===== src/rtl/gen_lane_swap_pipe.sv =====
// gen_lane_swap_pipe: single-stage valid/ready pipeline that routes a/b to y/z per lane.
// Optional transfer counter (cnt_clr, beat_cnt) is built when GEN_LANE_SWAP_STATS_EN is defined.
module gen_lane_swap_pipe #(
    parameter int unsigned      WIDTH     = 8,
    parameter int unsigned      LANES     = 4,
    parameter logic [LANES-1:0] SEL_RESET = {LANES{1'b0}}
) (
    input  logic             clk,
    input  logic             rst_n,
    input  logic             in_valid,
    output logic             in_ready,
    input  logic [WIDTH-1:0] a,
    input  logic [WIDTH-1:0] b,
    output logic             out_valid,
    input  logic             out_ready,
    output logic [WIDTH-1:0] y,
    output logic [WIDTH-1:0] z,
    input  logic             cfg_we,
    input  logic [LANES-1:0] cfg_sel,
    input  logic             cfg_auto,
    output logic [LANES-1:0] sel_q
`ifdef GEN_LANE_SWAP_STATS_EN
    ,
    input  logic             cnt_clr,
    output logic [15:0]      beat_cnt
`endif
);

    localparam int unsigned LW = WIDTH / LANES;

    logic [WIDTH-1:0] y_r;
    logic [WIDTH-1:0] z_r;
    logic             out_valid_r;
    logic [LANES-1:0] sel_r;
    logic [WIDTH-1:0] y_nxt_s;
    logic [WIDTH-1:0] z_nxt_s;
    logic             accept_s;
    logic             xfer_s;

    if ((WIDTH % LANES) != 32'd0) begin : g_bad_lanes
        $error("gen_lane_swap_pipe: WIDTH must be a multiple of LANES");
    end

    // Lane k takes a on y when its select bit is set, otherwise b; z gets the other input.
    for (genvar k = 0; k < LANES; k++) begin : g_lane
        assign y_nxt_s[k*LW +: LW] = sel_r[k] ? a[k*LW +: LW] : b[k*LW +: LW];
        assign z_nxt_s[k*LW +: LW] = sel_r[k] ? b[k*LW +: LW] : a[k*LW +: LW];
    end

    assign in_ready  = ~out_valid_r | out_ready;
    assign accept_s  = in_valid & in_ready;
    assign xfer_s    = out_valid_r & out_ready;
    assign out_valid = out_valid_r;
    assign y         = y_r;
    assign z         = z_r;
    assign sel_q     = sel_r;

    // Output data register: loads only on an accepted beat, so it holds under backpressure.
    always_ff @(posedge clk or negedge rst_n) begin
        if (!rst_n) begin
            y_r <= {WIDTH{1'b0}};
            z_r <= {WIDTH{1'b0}};
        end else if (accept_s) begin
            y_r <= y_nxt_s;
            z_r <= z_nxt_s;
        end
    end

    // Output valid: set on accept, dropped only when a transfer is not refilled.
    always_ff @(posedge clk or negedge rst_n) begin
        if (!rst_n) begin
            out_valid_r <= 1'b0;
        end else if (accept_s) begin
            out_valid_r <= 1'b1;
        end else if (xfer_s) begin
            out_valid_r <= 1'b0;
        end
    end

    // Select register: config write beats the ping-pong toggle; the mux above sees the old value.
    always_ff @(posedge clk or negedge rst_n) begin
        if (!rst_n) begin
            sel_r <= SEL_RESET;
        end else if (cfg_we) begin
            sel_r <= cfg_sel;
        end else if (cfg_auto && accept_s) begin
            sel_r <= ~sel_r;
        end
    end

`ifdef GEN_LANE_SWAP_STATS_EN
    logic [15:0] beat_cnt_r;

    // Output transfer counter, wraps naturally; a clear wins over a coincident transfer.
    always_ff @(posedge clk or negedge rst_n) begin
        if (!rst_n) begin
            beat_cnt_r <= 16'd0;
        end else if (cnt_clr) begin
            beat_cnt_r <= 16'd0;
        end else if (xfer_s) begin
            beat_cnt_r <= beat_cnt_r + 16'd1;
        end
    end

    assign beat_cnt = beat_cnt_r;
`endif

endmodule

===== config.mk =====
export PLATFORM = sky130hd
export DESIGN_NAME = gen_lane_swap_pipe
export DESIGN_NICKNAME = d
export VERILOG_FILES = /design/src/rtl/gen_lane_swap_pipe.sv
export SDC_FILE = /design/constraint.sdc
export NUM_CORES = 1
export LEC_CHECK = 0
export ABC_AREA = 1
export BUFFER_PORTS_ARGS = -buffer_cell sky130_fd_sc_hd__buf_2
export CAP_MARGIN = 20
export CORE_UTILIZATION = 49
export CTS_CLUSTER_DIAMETER = 80
export DETAILED_ROUTE_END_ITERATION = 8
export PLACE_DENSITY = 0.83
export SLEW_MARGIN = 20
export SYNTH_ARGS = -nofsm -noshare
export SYNTH_HDL_FRONTEND = slang
export SYNTH_SLANG_ARGS = --single-unit

===== constraint.sdc =====
create_clock -name clk -period 2.5 [get_ports clk]
set_input_delay 0.25 -clock clk [delete_from_list [all_inputs] [get_ports clk]]
set_output_delay 0.25 -clock clk [all_outputs]
set_load 0.05 [all_outputs]

[Word-level counts from Yosys, hierarchy flattened]
Cells that the tools add are included.
Operators by class
  add/subtract/negate cells: 0
  multiply operators: 0
  divide/modulo/power cells: 0
  $lt $le $gt $ge: 0
  eq/ne operators: 0
  shifts and indexed selects: 0
  muxes and demuxes: 12
  bitwise logic cells: 5
  reduce and logical (&&, ||, !) cells: 3
Operators by type and width (number)
  2-bit 2-to-1 mux: 8
  4-bit 2-to-1 mux: 2
  4-bit NOT: 1
  2-bit nonzero test: 2
  1-bit AND: 2
  1-bit 2-to-1 mux: 2
  1-bit logical AND: 1
  1-bit NOT: 1
  1-bit OR: 1
Storage, ports and cells
  flip-flop bits (word level): 21
  bits in latches: 0
  RAM bits: 0
  ROM bits: 0
  input bits: 26
  logic and storage cells: 24
  memories: 0

[Longest topological paths before layout]
Gate-level depths: netlist of the first run.
  depth after elaboration: 6
  gate-level depth with buffers: 6

[Least setup slack after synthesis of the first run]
OpenSTA, ideal clock, no wires.
  path type: reg-to-reg
  from: register out_valid_r, in the netlist out_valid
  to: register sel_r[0], in the netlist sel_q[0]
  library setup time: 0.117 ns
  data arrival time: 1.618 ns
  data required time: 2.383 ns
  slack: 0.764 ns
  cell stages (with the launch flop): 6
  path buffers: 0
  cell sequence: dfrtp_1 -> nand2_1 -> nand3_1 -> nand2_1 -> nand2_1 -> nand2_1
Between the ends
  cells in the longest elaborated chain, start to end: 5
Ends and longest elaborated chain
  start, declared: line 33  | logic out_valid_r;
  start signal, assigned: line 72  | out_valid_r <= 1'b0;
  start signal, assigned: line 74  | out_valid_r <= 1'b1;
  start signal, assigned: line 76  | out_valid_r <= 1'b0;
  1-bit NOT: line 50  | assign in_ready = ~out_valid_r | out_ready;
  1-bit OR: line 50
  named net in_ready: line 11  | output logic in_ready,
  1-bit AND: line 51  | assign accept_s = in_valid & in_ready;
  1-bit logical AND: line 86  | end else if (cfg_auto && accept_s) begin
  2-bit nonzero test (no source line)
  end signal, assigned: line 85  | sel_r <= cfg_sel;
  end signal, assigned: line 87  | sel_r <= ~sel_r;
  end, declared: line 34  | logic [LANES-1:0] sel_r;
The timed path passes the listed nets, and every way through them passes these cells.
A chain may end at the register's enable or synchronous reset.

[Final worst setup path of the first run]
  from: register sel_r[1], in the netlist sel_q[1]
  to: output port sel_q[1]
RTL lines
  end, declared: line 21  | output logic [LANES-1:0] sel_q
No word-level cell between the ends.

==> results of run 1 <==
## worst max-delay path by stage
stage               endpoint  slack [ns]  cells past startpoint
finish              sel_q[1]        1.07                      1
global route        sel_q[1]        1.02                      1
CTS                 sel_q[1]        1.07                      1
detailed placement      z[3]        1.23                      2
global placement        y[4]        1.26                      2
floorplan           sel_q[0]        0.76                      5
## metrics by stage
| step | worst slack [ns] | cell area [um^2] | hold slack [ns] | total power [mW] | std cells |
|---|---|---|---|---|---|
| 2_1_floorplan | 0.7643 | 1070 | -0.04559 | 0.7634 | 145 |
| 3_3_place_gp | 1.262 | 1294 | 0.2193 | 0.8533 | 211 |
| 3_5_place_dp | 1.231 | 1294 | 0.2351 | 0.8639 | 211 |
| 4_1_cts | 1.065 | 1330 | 0.1866 | 1.030 | 216 |
| 5_1_grt | 1.022 | 1330 | 0.1875 | 1.079 | 216 |
| 6_report | 1.069 | 1330 | 0.1878 | 1.023 | 216 |
## where the power goes
part	internal (mW)	switching, mW	total [mW]
Combinational	0.0996	0.312	0.411
Clock	0.0623	0.104	0.166
Sequential	0.396	0.0490	0.445
Total	0.558	0.464	1.02
## area by class of cell
| cell class | count | area (um^2) | area share, % |
|---|---|---|---|
| Clock buffer | 4 | 26.28 | 1.976 |
| Tap cell | 27 | 33.78 | 2.540 |
| Multi-Input combinational cell | 89 | 397.9 | 29.92 |
| Inverter | 27 | 101.3 | 7.620 |
| Sequential cell | 21 | 525.5 | 39.51 |
| Timing Repair Buffer | 48 | 245.2 | 18.44 |
## timing repair
| action | in CTS | in global routing |
|---|---|---|
| hold endpoints to repair | 21 | 0 |
| resized for setup | 0 | 0 |
| hold buffers | 1 | 0 |
| setup endpoints to repair | 0 | 0 |
## kinds of logic after synthesis
| group | after synthesis | synth area share (%) |
|---|---|---|
| AND/OR/NAND/NOR | 52 | 18.83 |
| AO/OA/AOI/OAI | 37 | 18.36 |
| flip-flops | 21 | 49.12 |
| buffers and inverters | 35 | 13.68 |
## per-layer routing
| layer | GRT usage (%) | wire (um) | up-vias |
|---|---|---|---|
| met5 | 0 | 0 | - |
| met4 | 11.27 | 55 | 0 |
| met3 | 2.830 | 102 | 5 |
| met2 | 31.71 | 1024 | 35 |
| met1 | 23.65 | 970 | 453 |
| li1 | - | - | 531 |
## state kept, by name (all words and copies together) (netlist names)
| register | count |
|---|---|
| y | 8 |
| z | 8 |
| sel_q | 4 |
| out_valid | 1 |
## placed cells by master (no fill, tap or decap)
| cell type | count |
|---|---|
| buf_2 | 47 |
| nand2_1 | 39 |
| o21ai_0 | 28 |
| inv_1 | 27 |
| dfrtp_1 | 21 |
| nor2_1 | 8 |
| a21oi_1 | 8 |
| nand3_1 | 5 |
| clkbuf_4 | 3 |
| a21oi_4 | 1 |
| clkbuf_1 | 1 |
| dlygate4sd3_1 | 1 |
## worst reg2reg max path, cell delays in order (launching register included)
cell and delay, ns:
dfrtp_1 0.43, a21oi_4 0.54, o21ai_0 0.17
==> results.md, run 1 <==
* RR Endpoint: z[5]
* Mapped Cells at 145
* Worst r2r path cells at 2
* Avg Cell Area, Syn at 7.378 um^2
* # port buffers at 47
* DRT Pass-1 Iters at 4
* TritonCTS clock tree: yes
* Pin count of the biggest net entering global routing at 33
* Max_cap viols at 0
* Number of synthesized flops with an enable pin at 0
* Cell variety after synth at 11
* FF-to-FF Start: out_valid
* Post-synth ARST share at 100.0%
* CTS H-tree lvls at 1
* Setup Buffers After CTS at 0
* Ys flop type: dfrtp_1
* Slew Limit Fails at 0
* Tcrit/Tclk final at 57.23%
* Crit path max-delay family: flip-flops
* Worst setup path start: sel_q[1]
* Area share of the largest cell type after synthesis at 49.12%
* Share of the yosys chip area belonging to registers at 49.12%
* CP Capture Type: output pin
* Worst hold path class: input pin to flop
* R2r setup slk at 1.22 ns
* Initial antenna violation count at 0
* Drt wl/cell at 9.968 um
* Worst Path Required at 2.25 ns
* I/O pin count at 48
* Mapped Area at 1070 um^2
* DRC at 0
* Die height at 48.73 um
* Highest Clock Rate at 698.9 MHz
* Initial Util at 53.44%
* Clk_skew at 0.002295 ns
* Finish-stage setup viols at 0
* Vias in the first global route at 862
* TritonCTS Buffers at 3
* DRT Wirelength at 2.153 mm
* Via/cell ratio at 4.741
* Worst-path cell chain: buf_2
* Max Fanout on Critical Path at 11
* Final worst path period need at 1.431 ns
* Hold_sp: in_valid
* Crit Path Category: flop to output pin
* Vias post-DR at 1024
* Maximum clock insertion buffer count at 2
* Die width at 48.73 um
* Worst slew pin tran at 0.6261 ns
* Synth Warn # at 0
* Final hold violations at 0
* Clock latency at the later pin of the worst-skew pair at 0.30 ns
* TritonCTS Sinks at 21
* Final Net Count at 216
* Crit path max-delay cell type: dfrtp_1
* Most common cell in the netlist: nand2_1
* Worst EP arrival at 1.18 ns
* Worst Setup Start Kind: flop
* Buf/Inv on CP at 1
* Antenna cells at 0
* Hold Path Sink: out_valid
* Final core utilization at 66.44%
* Syn-to-layout area delta at 24.33%
* Full die area at 2374 um^2
* Core footprint at 2002 um^2
* Post-synth top cells: nand2_1 (39), o21ai_0 (28), inv_1 (27), dfrtp_1 (21)
* Number of fill cells at 199
* Initial DRC count at 11
* Outcome: complete, no violations
* First-pass GRT wire length at 3.470 mm
* RSZ-0062 raised after global routing: false
* Setup_tns at 0 ns
* Slowest stage delay, CP at 0.54 ns
* Post-Syn Nets at 171
* Share of cells above drive strength 1 at 26.98%
* Clk root buf: clkbuf_4
* Synth area leaders: dfrtp_1 (49%), nand2_1 (14%), o21ai_0 (13%)
* Pwr Density at 768.9 nW/um^2
* Antenna-violating nets left at 0
* Clock Pin Slew Worst Setup and Hold Paths at 0.12 ns
* Total global-route track usage at 19.15%
* #FFs+latches synth at 21
* Slew HR at 58.17%
* Row cnt at 16
* Peak VDD IR at 0.0004223 V
* Hold depth at 3
* Final RePlAce weighted congestion at 0.7084
* Overflow after GRT at 0
* P_leak at 0.7536 nW
* Yosys top cell by area: dfrtp_1
* Hpwl dp at 1.614 mm
Note: power is estimated with default switching activity, not from simulation.
==> run 2, diff against run 1 <==
CORE_UTILIZATION = 41   (was 49)
PLACE_DENSITY = 0.74   (was 0.83)
clock period = 1.2 ns   (was 2.5 ns; I/O delays follow)
==> run 2 against run 1 <==
Worst setup slack worse by 1.0 ns. Clock skew hardly changed. Power rose by 110%. Clock power increased by 95%. Critical path type unchanged. Sequential share of layout area decreased by 1.4 points. Global-route usage down 2.7 points. Register-to-register slack lost 1.2 ns. Non-clock buffer count up 1. Critical endpoint is now in_ready. Die area rose by 19%. Sequential power is 110% higher. Largest cell class unchanged. Routed wire length shrank 2.0%. Highest routed layer is now met3.
==> results.md, run 2 (synthesis gave the netlist of run 1 again) <==
* Hpwl dp at 1.655 mm
* Worst EP arrival at 1.05 ns
* Final core utilization at 56.57%
* Peak VDD IR at 0.0008799 V
* Clk_skew at 0.002231 ns
* Hold Path Sink: out_valid
* # port buffers at 47
* Overflow after GRT at 0
* Hold depth at 3
* Final worst slack at 0.03074 ns
* Pwr Total at 2.152 mW
* Pwr Density at 1536 nW/um^2
* P_leak at 0.7672 nW
* Core footprint at 2477 um^2
* Worst r2r path cells at 5
* Maximum clock insertion buffer count at 2
* Worst hold slack at 0.07925 ns
* Clk root buf: clkbuf_4
* Hold_sp: in_valid
* DRC at 0
* Worst slew pin tran at 0.4529 ns
* Outcome: complete, no violations
* Worst Setup Start Kind: flop
* Worst Path Required at 1.08 ns
* Die width at 53.08 um
* Final Net Count at 217
* Setup_tns at 0 ns
* Slew HR at 69.81%
* Initial DRC count at 12
* Antenna cells at 0
* R2r setup slk at 0.07 ns
* CTS H-tree lvls at 1
* DRT Wirelength at 2.110 mm
* Syn-to-layout area delta at 30.99%
* DRT Pass-1 Iters at 2
* Max_cap viols at 0
* Clock latency at the later pin of the worst-skew pair at 0.29 ns
* Max Fanout on Critical Path at 3
* Most frequent cells in the layout: buf_2 (41), nand2_1 (38), inv_1 (27)
* Slew Limit Fails at 0
* Vias in the first global route at 850
* Antenna-violating nets left at 0
* Tcrit/Tclk final at 97.44%
* Dpl ws at 0.08788 ns
* Total global-route track usage at 16.43%
* Pin count of the biggest net entering global routing at 33
* Crit Path Category: flop to output pin
* Row cnt at 18
* Worst hold path class: input pin to flop
* TritonCTS clock tree: yes
* Final worst path period need at 1.169 ns
* Vias post-DR at 1009
* First-pass GRT wire length at 3.450 mm
* Highest Clock Rate at 855.2 MHz
* I/O pin count at 48
* TritonCTS Sinks at 21
* Drt wl/cell at 9.591 um
* Finish-stage setup viols at 0
* FF-to-FF Start: out_valid
* TritonCTS Buffers at 3
* Full die area at 2817 um^2
* RR Endpoint: sel_q[1]
* Via/cell ratio at 4.586
* Commonest non-fill, non-tap cell in the layout: buf_2
* Clock Pin Slew Worst Setup and Hold Paths at 0.11 ns
* Die height at 53.08 um
* RSZ-0062 raised after global routing: true
* Share of cells above drive strength 1 at 30.53%
* CP Capture Type: output pin
* Final hold violations at 0
* Initial Util at 43.18%
* Final RePlAce weighted congestion at 0.7470
* Initial antenna violation count at 0
run 2: cell count changes in the layout (fill, tap and decap cells not counted), sizes merged:
cell and delta:
clkbuf +3, buf -2
run 2: cell type report:
class,instances,area [um^2]
Clock buffer,4,26.28
Fill cell,248,1076
Inverter,27,101.3
Multi-Input combinational cell,89,414.1
Sequential cell,21,534.3
Tap cell,30,37.54
Timing Repair Buffer,49,287.8
run 2: timing repair:
action / in CTS / in global routing
resized for setup: 4 / 7
setup endpoints to repair: 2 / 6
hold endpoints to repair: 21 / 0
buffers inserted: 0 / 0
hold buffers: 1 / 0
pin swaps: 0 / 1
run 2: worst max path at each step:
stage | slack, ns | to | start | depth (start not counted)
finish | 0.03 | in_ready | out_valid | 2
CTS | 0.007 | in_ready | out_valid | 2
floorplan | 0.03 | sel_q[0] | out_valid | 5
detailed placement | 0.09 | y[3] | out_valid | 4
global placement | 0.13 | y[4] | out_valid | 3
global route | -0.009 | in_ready | out_valid | 2
run 2: metal layers:
layer	track usage, %	wire (um)	vias up
met5	0	0	-
met4	2.632	0	0
met3	2.586	136	0
met2	28.90	992	33
met1	21.36	982	442
li1	-	-	534
run 2: metrics by stage:
step / instance area (um^2) / cells
global route: 1401 / 220
floorplan: 1095 / 145
detailed placement: 1343 / 215
finish: 1401 / 220
global placement: 1343 / 215
CTS: 1391 / 220
run 2: report_power, final:
group,switching [mW],internal [mW]
Sequential,0.108,0.832
Combinational,0.653,0.236
Clock,0.194,0.129
Total,0.955,1.20
run 2: critical path, cell delays in order (launching register included):
cell	delay (ns)
dfrtp_4	0.54
nand2_8	0.08
buf_8	0.14
==> run 3, diff against run 2 <==
CAP_MARGIN = 30   (was 20)
CORE_UTILIZATION = 43   (was 41)
CTS_BUF_LIST = sky130_fd_sc_hd__clkbuf_2 sky130_fd_sc_hd__clkbuf_4 sky130_fd_sc_hd__clkbuf_8   (was default)
GPL_TIMING_DRIVEN = 0   (was default)
PLACE_DENSITY = 0.77   (was 0.74)
==> run 3 against run 2 <==
Maximum frequency fell by 1.7%. Worst hold slack got worse by 0.0075 ns. Final area grew 1.6%. Clock-buffer cell count fell by 1. Die area down 4.5%. Non-clock buffer count rose by 6. Critical endpoint unchanged.
==> results.md, run 3 (synthesis gave the netlist of run 1 again) <==
* Outcome: complete, no violations
* Sequential share of power at 40.8%
* Antenna-violating nets left at 0
* RSZ-0062 raised after global routing: true
* Hold Path Sink: out_valid
* Clock latency at the later pin of the worst-skew pair at 0.31 ns
* Peak VDD IR at 0.0008259 V
* FF-to-FF Start: out_valid
* DP Area at 1360 um^2
* First-pass GRT wire length at 4.388 mm
* Overflow after GRT at 0
* Slew Limit Fails at 0
* Row cnt at 17
* Final RePlAce weighted congestion at 0.7249
* Worst Setup Start Kind: flop
* Initial DRC count at 22
* Crit Path Category: flop to output pin
* Int Power at 1.199 mW
* Buf/Inv on CP at 1
* DRC at 0
* Placed cell count at 219
* Highest Clock Rate at 840.8 MHz
* Via/cell ratio at 4.866
* Vias in the first global route at 1018
* Worst Path Required at 1.08 ns
* TritonCTS Buffers at 3
* Fin area at 1424 um^2
* Final Net Count at 223
* Post-Layout Cell Count at 224
* Pwr Total at 2.198 mW
* Full die area at 2692 um^2
* Die height at 51.88 um
* Initial antenna violation count at 0
* Worst-path cell chain: nand2_8, buf_12
* R2r setup slk at 0.05 ns
* Logic pwr share at 43.4%
* Worst slew pin tran at 0.4751 ns
* Drt wl/cell at 11.36 um
* Pin count of the biggest net entering global routing at 22
* Hpwl dp at 1.934 mm
* Share of cells above drive strength 1 at 33.67%
* Final worst path period need at 1.189 ns
* Hold depth at 3
* Core footprint at 2276 um^2
* Setup Buffers After CTS at 0
* Clock Pin Slew Worst Setup and Hold Paths at 0.12 ns
* TritonCTS clock tree: yes
* Slew HR at 68.33%
* Max Fanout on Critical Path at 3
* Hold_sp: in_valid
* Crit path max-delay cell type: dfrtp_4
* Clock power frac at 15.8%
* RR Endpoint: y[4]
* Dpl ws at -0.003551 ns
* Worst EP arrival at 1.07 ns
* P_sw at 999.6 uW
* Maximum clock insertion buffer count at 2
* Die width at 51.88 um
* Finish-stage setup viols at 0
* Commonest non-fill, non-tap cell in the layout: buf_2
* CTS H-tree lvls at 1
* TritonCTS Sinks at 21
* Pwr Density at 1544 nW/um^2
* Worst r2r path cells at 3
* Total global-route track usage at 22.46%
* Syn-to-layout area delta at 33.10%
* P_leak at 0.7946 nW
* Slowest stage delay, CP at 0.54 ns
* Crit path max-delay family: flip-flops
* CP Capture Type: output pin
* # port buffers at 46
* Most frequent cells in the layout: buf_2 (47), nand2_1 (37), o21ai_0 (28)
* Clk root buf: clkbuf_4
* Sw frac at 45.47%
* Tcrit/Tclk final at 99.11%
* Antenna cells at 0
* Vias post-DR at 1090
* I/O pin count at 48
* Final hold violations at 0
* Max_cap viols at 0
* Final worst slack at 0.01071 ns
* Initial Util at 47.00%
* DRT Pass-1 Iters at 4
* Clk_skew at 0.004545 ns
* Worst hold path class: input pin to flop
* DRT Wirelength at 2.545 mm
==> run 3: worst max path at each step <==
stage | cells after the start | start | endpoint | slack, ns
after global placement | 3 | out_valid | y[4] | 0.03
after global routing | 2 | out_valid | in_ready | -0.02
after CTS | 2 | out_valid | in_ready | 0.0001
final | 2 | out_valid | in_ready | 0.01
after floorplan | 5 | out_valid | sel_q[0] | 0.03
after detailed placement | 3 | out_valid | y[4] | -0.004
==> run 3: layer usage <==
layer	routed length [um]	global-route usage, %
met1	1017	26.39
met2	1399	40.81
met3	84	1.754
met4	44	10.36
met5	0	0
==> run 3: power by group through the flow <==
stage / clock network (mW) / logic (mW) / registers, mW
3_3_place_gp: 0 / 0.920 / 0.904
6_report: 0.348 / 0.954 / 0.896
5_1_grt: 0.384 / 1.03 / 0.914
4_1_cts: 0.356 / 0.954 / 0.897
2_1_floorplan: 0 / 0.265 / 1.34
3_5_place_dp: 0 / 0.939 / 0.912
==> run 3: tightest hold or removal path: stages <==
cell     delay, ns
buf_2         0.09
inv_1         0.07
nand2_1       0.07
==> run 3: area by class of cell <==
type / instances / area (um^2)
Timing Repair Buffer: 47 / 257.7
Fill cell: 196 / 852.1
Multi-Input combinational cell: 89 / 416.7
Clock inverter: 1 / 5.005
Buffer: 8 / 51.30
Tap cell: 28 / 35.03
Sequential cell: 21 / 534.3
Inverter: 27 / 101.3
Clock buffer: 3 / 22.52
==> run 3: through the flow <==
| stage | hold WS (ns) | setup TNS (ns) | utilization, % |
|---|---|---|---|
| finish | 0.07178 | 0 | 62.56 |
| global route | 0.06157 | -0.01950 | 62.56 |
| CTS | 0.06573 | 0 | 62.07 |
| detailed placement | 0.1020 | -0.003551 | 59.76 |
| global placement | 0.09544 | 0 | 59.76 |
| floorplan | -0.1756 | 0 | - |
==> run 3: repair_timing <==
action,CTS,global route
gates resized for setup,5,3
pin swaps,1,1
setup endpoints to repair,4,13
hold endpoints to repair,21,0
hold buffers,1,0
